File: src/rtl/mp_pkg.sv
`default_nettype none
// ============================================================================
// Module      : mp_pkg
// Description : Shared widths, FSM state and owner encodings for mem_arbiter.
// Revision    : 1.0
// ============================================================================
package mp_pkg;

  localparam int c_addr_w = 5;
  localparam int c_data_w = 8;

  typedef enum logic [1:0] {
    IDLE  = 2'd0,
    ISSUE = 2'd1,
    DONE  = 2'd2
  } arb_state_t;

  typedef enum logic {
    CPU  = 1'b0,
    HOST = 1'b1
  } owner_t;

endpackage
`default_nettype wire

File: src/rtl/rr_pick.sv
`default_nettype none
// ============================================================================
// Module      : rr_pick
// Description : Combinational 2-way round-robin selector (bit 0 = CPU, bit 1 = HOST).
// Revision    : 1.0
// ============================================================================
module rr_pick
  import mp_pkg::*;
(
  input  logic [1:0] pending,
  input  owner_t     last_owner,
  input  logic [1:0] eligible,
  output logic       grant,
  output owner_t     owner
);

  logic [1:0] w_cand;

  assign w_cand = pending & eligible;
  assign grant  = |w_cand;

  always_comb begin
    owner = CPU;
    if (&w_cand) begin
      // Tie: favour whoever was not granted last
      owner = (last_owner == CPU) ? HOST : CPU;
    end else if (w_cand[1]) begin
      owner = HOST;
    end
  end

endmodule
`default_nettype wire

File: src/rtl/mem_arbiter.sv
`default_nettype none
// ============================================================================
// Module      : mem_arbiter
// Description : Round-robin CPU/host arbiter for a single-port memory.
//               Optional macro ARB_HOST_HOLD_EN adds host_hold (blocks CPU grants).
// Revision    : 1.0
// ============================================================================
module mem_arbiter
  import mp_pkg::*;
#(
  parameter int ADDR_W = c_addr_w,
  parameter int DATA_W = c_data_w
) (
  input  logic              Clock,
  input  logic              Reset,
  input  logic              cpu_req,
  input  logic              cpu_we,
  input  logic [ADDR_W-1:0] cpu_addr,
  input  logic [DATA_W-1:0] cpu_wdata,
  output logic              cpu_ack,
  output logic [DATA_W-1:0] cpu_rdata,
  input  logic              host_req,
  input  logic              host_we,
  input  logic [ADDR_W-1:0] host_addr,
  input  logic [DATA_W-1:0] host_wdata,
`ifdef ARB_HOST_HOLD_EN
  input  logic              host_hold,
`endif
  output logic              host_ack,
  output logic [DATA_W-1:0] host_rdata,
  output logic              mem_en,
  output logic              mem_we,
  output logic [ADDR_W-1:0] mem_addr,
  output logic [DATA_W-1:0] mem_wdata,
  input  logic [DATA_W-1:0] mem_rdata,
  output logic              cpu_stall,
  output logic [1:0]        arb_state
);

  arb_state_t        r_state;
  arb_state_t        w_next;
  owner_t            r_owner;
  owner_t            r_last_owner;
  owner_t            w_owner;
  logic [1:0]        r_pend;
  logic              r_we;
  logic [ADDR_W-1:0] r_addr;
  logic [DATA_W-1:0] r_wdata;
  logic [DATA_W-1:0] r_cpu_rdata;
  logic [DATA_W-1:0] r_host_rdata;
  logic [DATA_W-1:0] w_rdata;
  logic [1:0]        w_req;
  logic [1:0]        w_ack;
  logic [1:0]        w_elig;
  logic              w_hold;
  logic              w_grant;
  logic              w_take;
  logic              w_issue;
  logic              w_done;

`ifdef ARB_HOST_HOLD_EN
  assign w_hold = host_hold;
`else
  assign w_hold = 1'b0;
`endif

  assign w_req  = {host_req, cpu_req};
  assign w_elig = {1'b1, ~w_hold};

  rr_pick u_pick (
    .pending    (r_pend),
    .last_owner (r_last_owner),
    .eligible   (w_elig),
    .grant      (w_grant),
    .owner      (w_owner)
  );

  always_ff @(posedge Clock) begin
    if (!Reset) r_state <= IDLE;
    else        r_state <= w_next;
  end

  always_comb begin
    w_next  = IDLE;
    w_take  = 1'b0;
    w_issue = 1'b0;
    w_done  = 1'b0;
    case (r_state)
      IDLE: begin
        if (w_grant) begin
          w_next = ISSUE;
          w_take = 1'b1;
        end
      end
      ISSUE: begin
        w_next  = DONE;
        w_issue = 1'b1;
      end
      DONE: begin
        w_done = 1'b1;
      end
      default: w_next = IDLE;
    endcase
  end

  assign w_ack[0] = w_done && (r_owner == CPU);
  assign w_ack[1] = w_done && (r_owner == HOST);

  // A req in the ack cycle re-arms the flag; a req while already pending is a no-op
  always_ff @(posedge Clock) begin
    if (!Reset) r_pend <= 2'b00;
    else        r_pend <= w_req | (r_pend & ~w_ack);
  end

  always_ff @(posedge Clock) begin
    if (!Reset) begin
      r_owner      <= CPU;
      r_last_owner <= HOST;
      r_we         <= 1'b0;
      r_addr       <= '0;
      r_wdata      <= '0;
    end else if (w_take) begin
      r_owner      <= w_owner;
      r_last_owner <= w_owner;
      r_we         <= (w_owner == CPU) ? cpu_we    : host_we;
      r_addr       <= (w_owner == CPU) ? cpu_addr  : host_addr;
      r_wdata      <= (w_owner == CPU) ? cpu_wdata : host_wdata;
    end
  end

  assign w_rdata = r_we ? '0 : mem_rdata;

  // Read data is passed through in the ack cycle and held afterwards
  always_ff @(posedge Clock) begin
    if (!Reset) begin
      r_cpu_rdata  <= '0;
      r_host_rdata <= '0;
    end else begin
      if (w_ack[0]) r_cpu_rdata  <= w_rdata;
      if (w_ack[1]) r_host_rdata <= w_rdata;
    end
  end

  assign cpu_ack    = w_ack[0];
  assign host_ack   = w_ack[1];
  assign cpu_rdata  = w_ack[0] ? w_rdata : r_cpu_rdata;
  assign host_rdata = w_ack[1] ? w_rdata : r_host_rdata;
  assign mem_en     = w_issue;
  assign mem_we     = w_issue & r_we;
  assign mem_addr   = r_addr;
  assign mem_wdata  = r_wdata;
  assign cpu_stall  = r_pend[0] &&
                      !(((r_state == ISSUE) || (r_state == DONE)) && (r_owner == CPU));
  assign arb_state  = r_state;

endmodule
`default_nettype wire

File: config.mk
export PLATFORM = sky130hd
export DESIGN_NAME = mem_arbiter
export DESIGN_NICKNAME = d
export VERILOG_FILES = /design/src/rtl/mp_pkg.sv /design/src/rtl/rr_pick.sv /design/src/rtl/mem_arbiter.sv
export SDC_FILE = /design/constraint.sdc
export NUM_CORES = 1
export LEC_CHECK = 0
export ABC_CLOCK_PERIOD_IN_PS = 3400
export BUFFER_PORTS_ARGS = -buffer_cell sky130_fd_sc_hd__buf_4
export CAP_MARGIN = 20
export CORE_AREA = 2 2 61 63
export CTS_BUF_LIST = sky130_fd_sc_hd__clkbuf_8
export DETAILED_ROUTE_END_ITERATION = 10
export DIE_AREA = 0 0 63 65
export PLACE_DENSITY = 0.84
export SETUP_SLACK_MARGIN = 0.2
export SLEW_MARGIN = 20
export SYNTH_ARGS = -nofsm -noshare
export SYNTH_HDL_FRONTEND = slang
export SYNTH_SLANG_ARGS = --single-unit
File: constraint.sdc
create_clock -name Clock -period 3.4 [get_ports Clock]
set_clock_uncertainty 0.15 [all_clocks]
set_input_delay 0.68 -clock Clock [delete_from_list [all_inputs] [get_ports Clock]]
set_output_delay 0.68 -clock Clock [all_outputs]
set_load 0.02 [all_outputs]
==> flow_summary.ini <==
[outcome]
status = finished, final reports clean

[yosys]
netlist_area_um2 = 1700
synth-adder-area-share_pct = 2.21
syn-num-nets = 226
synth_xor_area_share_pct = 0
ys_seq_elements = 36
synthTopCellsByArea = dfxtp_1 42%, a21oi_2 10%, nor2b_1 9.9%
yosysUniqueCellTypes = 25
synth_cells = 183
synth.top_cell.area_share_pct = 42.4
syn_avg_cell_area_um2 = 9.28
yosysTopAreaCell = dfxtp_1
ys_seq_area_share_pct = 42.4
synth_simple_gate_area_share_pct = 15.3
synth_top_family_by_area = compound AO/OA/AOI/OAI gates
synth.mux.area_fraction_pct = 9.43
yosysWarnings = 0
synth_compound_area_share_pct = 21.6

[clocking]
cts_tree = built
ctsHoldBuffers = 0
cts_resized = 0
cts_root_buf = clkbuf_8
cts.sinks = 36
clock_latency_ns = 0.28
clk_pin_slew_ns = 0.07
htreeDepth = 2
clock_path_buffers = 2
post_cts_buffers = 0
cts_buffers = 5

[drt]
postRouteWirelength_mm = 3.57
drtAntennaViolNets = 0
num_vias = 1427
wl_per_cell_um = 11.7
drt_pre_antenna_iters = 4
drc = 0
first_iter_violations = 67
vias_per_cell = 4.66

[die]
die_area_um2 = 4100
fp.coreArea_um2 = 3500
rows = 22
ios = 76
die_w_um = 63
start_util_pct = 48.6
die_h_um = 65

[final_layout]
finalNetCount = 300
fin_cells = 306
layout-drive-gt1-share_pct = 41.9
nFillCells = 295
syn_to_final_growth_pct = 38.8
multi_input_area_um2 = 823
seqCellArea_um2 = 721
antenna_cells = 0

[global_route]
grtUsageMet2_pct = 34.0
grt_use_met1_pct = 22.3
busiest_layer = met2
grt_pass1_wl_mm = 6.18
grt_util_all_layers_pct = 19.1
grt_max_degree = 37
antenna_found_initial = 0
grt_overflow = 0
gr-usage-met3_pct = 5.73
grt_pass1_vias = 1382

[hold_path]
hold_class = flip-flop to flip-flop

[timing]
drv_slew = 0
hold_viol = 0
period_needed_ns = 2.70
final.setup.tns_ns = 0
worst_slew_pin_slew_ns = 0.874
setup_viol = 0
relSlewSlack_pct = 41.7
rsz0062_at_grt = false
fmax_ghz = 0.371
fin_crit_sh_pct = 79.3

[place]
numPortBuffers = 75
dpl.cell_count = 298
dpl.hpwl_mm = 2.55
place_congestion = 0.690

[critical_path]
crit_arrival_ns = 1.87
crit_fanout = 10
cp.required_ns = 2.57
crit_type = flip-flop to output pin
cp-start-kind = flip-flop
endpoint_kind = output pin

[pwr]
power_density_nw_per_um2 = 462
irDropWorstVdd_mv = 0.317
p_leak_nw = 1.29

[flow_run]
maxCapViolCount = 0
## per-stage QoR
step | utilization [%] | hold slack (ns) | total power [mW] | cell area (um^2) | setup slack, ns
floorplan | - | 0.333 | 0.641 | 1700 | 1.23
global route | 67.4 | 0.401 | 1.15 | 2360 | 0.484
CTS | 67.4 | 0.373 | 1.11 | 2360 | 0.654
detailed placement | 64.2 | 0.354 | 0.736 | 2250 | 0.974
global placement | 64.2 | 0.346 | 0.732 | 2250 | 1.05
finish | 67.4 | 0.368 | 1.09 | 2360 | 0.704
## registers in the layout, indices dropped and copies added (netlist names)
signal        cells
mem_wdata         8
r_cpu_rdata       8
r_host_rdata      8
mem_addr          5
arb_state         2
r_pend            2
r_last_owner      1
r_owner           1
r_we              1
## critical path, cell delays in order (launching register included)
cell	delay, ns
dfxtp_1	0.36
inv_1	0.07
ha_1	0.22
nand2b_1	0.42
mux2i_1	0.30
inv_1	0.06
buf_4	0.15
## final timing paths
check	start	to	slack, ns	cells after the start
setup / recovery	arb_state[0]$_SDFF_PN0_	cpu_rdata[1]	0.70	6
hold / removal	r_host_rdata[0]$_SDFF_PN0_	r_host_rdata[0]$_SDFF_PN0_	0.37	2
setup reg to reg	arb_state[0]$_SDFF_PN0_	r_cpu_rdata[2]$_SDFF_PN0_	1.70	5
hold reg to reg	r_host_rdata[0]$_SDFF_PN0_	r_host_rdata[0]$_SDFF_PN0_	0.37	2
## synth_stat cells, drive strengths merged
library cell,count
nor2b,27
a21boi,2
nand2,15
dfxtp,36
buf,4
o21a,1
and3,1
a22oi,1
a21oi,31
mux2i,16
and2,3
ha,3
clkbuf,4
a21bo,1
o21ai,16
nand2b,1
inv,21
## routing by layer
| metal | vias up | wire (um) |
|---|---|---|
| met5 | - | 0 |
| met4 | 0 | 27 |
| met3 | 4 | 258 |
| met2 | 56 | 1730 |
| met1 | 621 | 1550 |
| li1 | 746 | - |
## cells in the final DEF (no fill, tap or decap)
cell / n
buf_4: 75
dfxtp_1: 36
nor2b_1: 27
inv_1: 21
a21oi_2: 20
mux2i_1: 16
nand2_1: 14
o21ai_0: 13
a21oi_1: 11
clkbuf_8: 5
and2_1: 3
ha_1: 3
o21ai_1: 2
nand2b_1: 1
nand2_2: 1
a21boi_0: 1
o21a_2: 1
a21bo_2: 1
a21boi_4: 1
o21ai_2: 1
a22oi_1: 1
and3_1: 1
clkinvlp_4: 1
clkinv_2: 1
bufinv_16: 1
## kinds of logic after synthesis
group,Yosys count
flops,36
compound gates,52
fa+ha+maj,3
mux,16
simple gates,47
buf+inv,29
## power breakdown
part | total (mW) | leakage (nW) | switching [mW] | internal (mW)
clock network | 0.366 | 0.0541 | 0.149 | 0.217
registers | 0.474 | 0.295 | 0.0217 | 0.452
logic | 0.250 | 0.938 | 0.135 | 0.116
total | 1.09 | 1.29 | 0.306 | 0.784
## area by class of cell
cell class                 count  area share (%)
multi-input combinational    118            34.9
sequential                    36            30.6
timing repair buffer          75            23.9
inverter                      21            3.34
clock buffer                   5            2.92
tap                           48            2.55
clock inverter                 3            1.80
No activity file was read; power rests on OpenSTA's default activity.
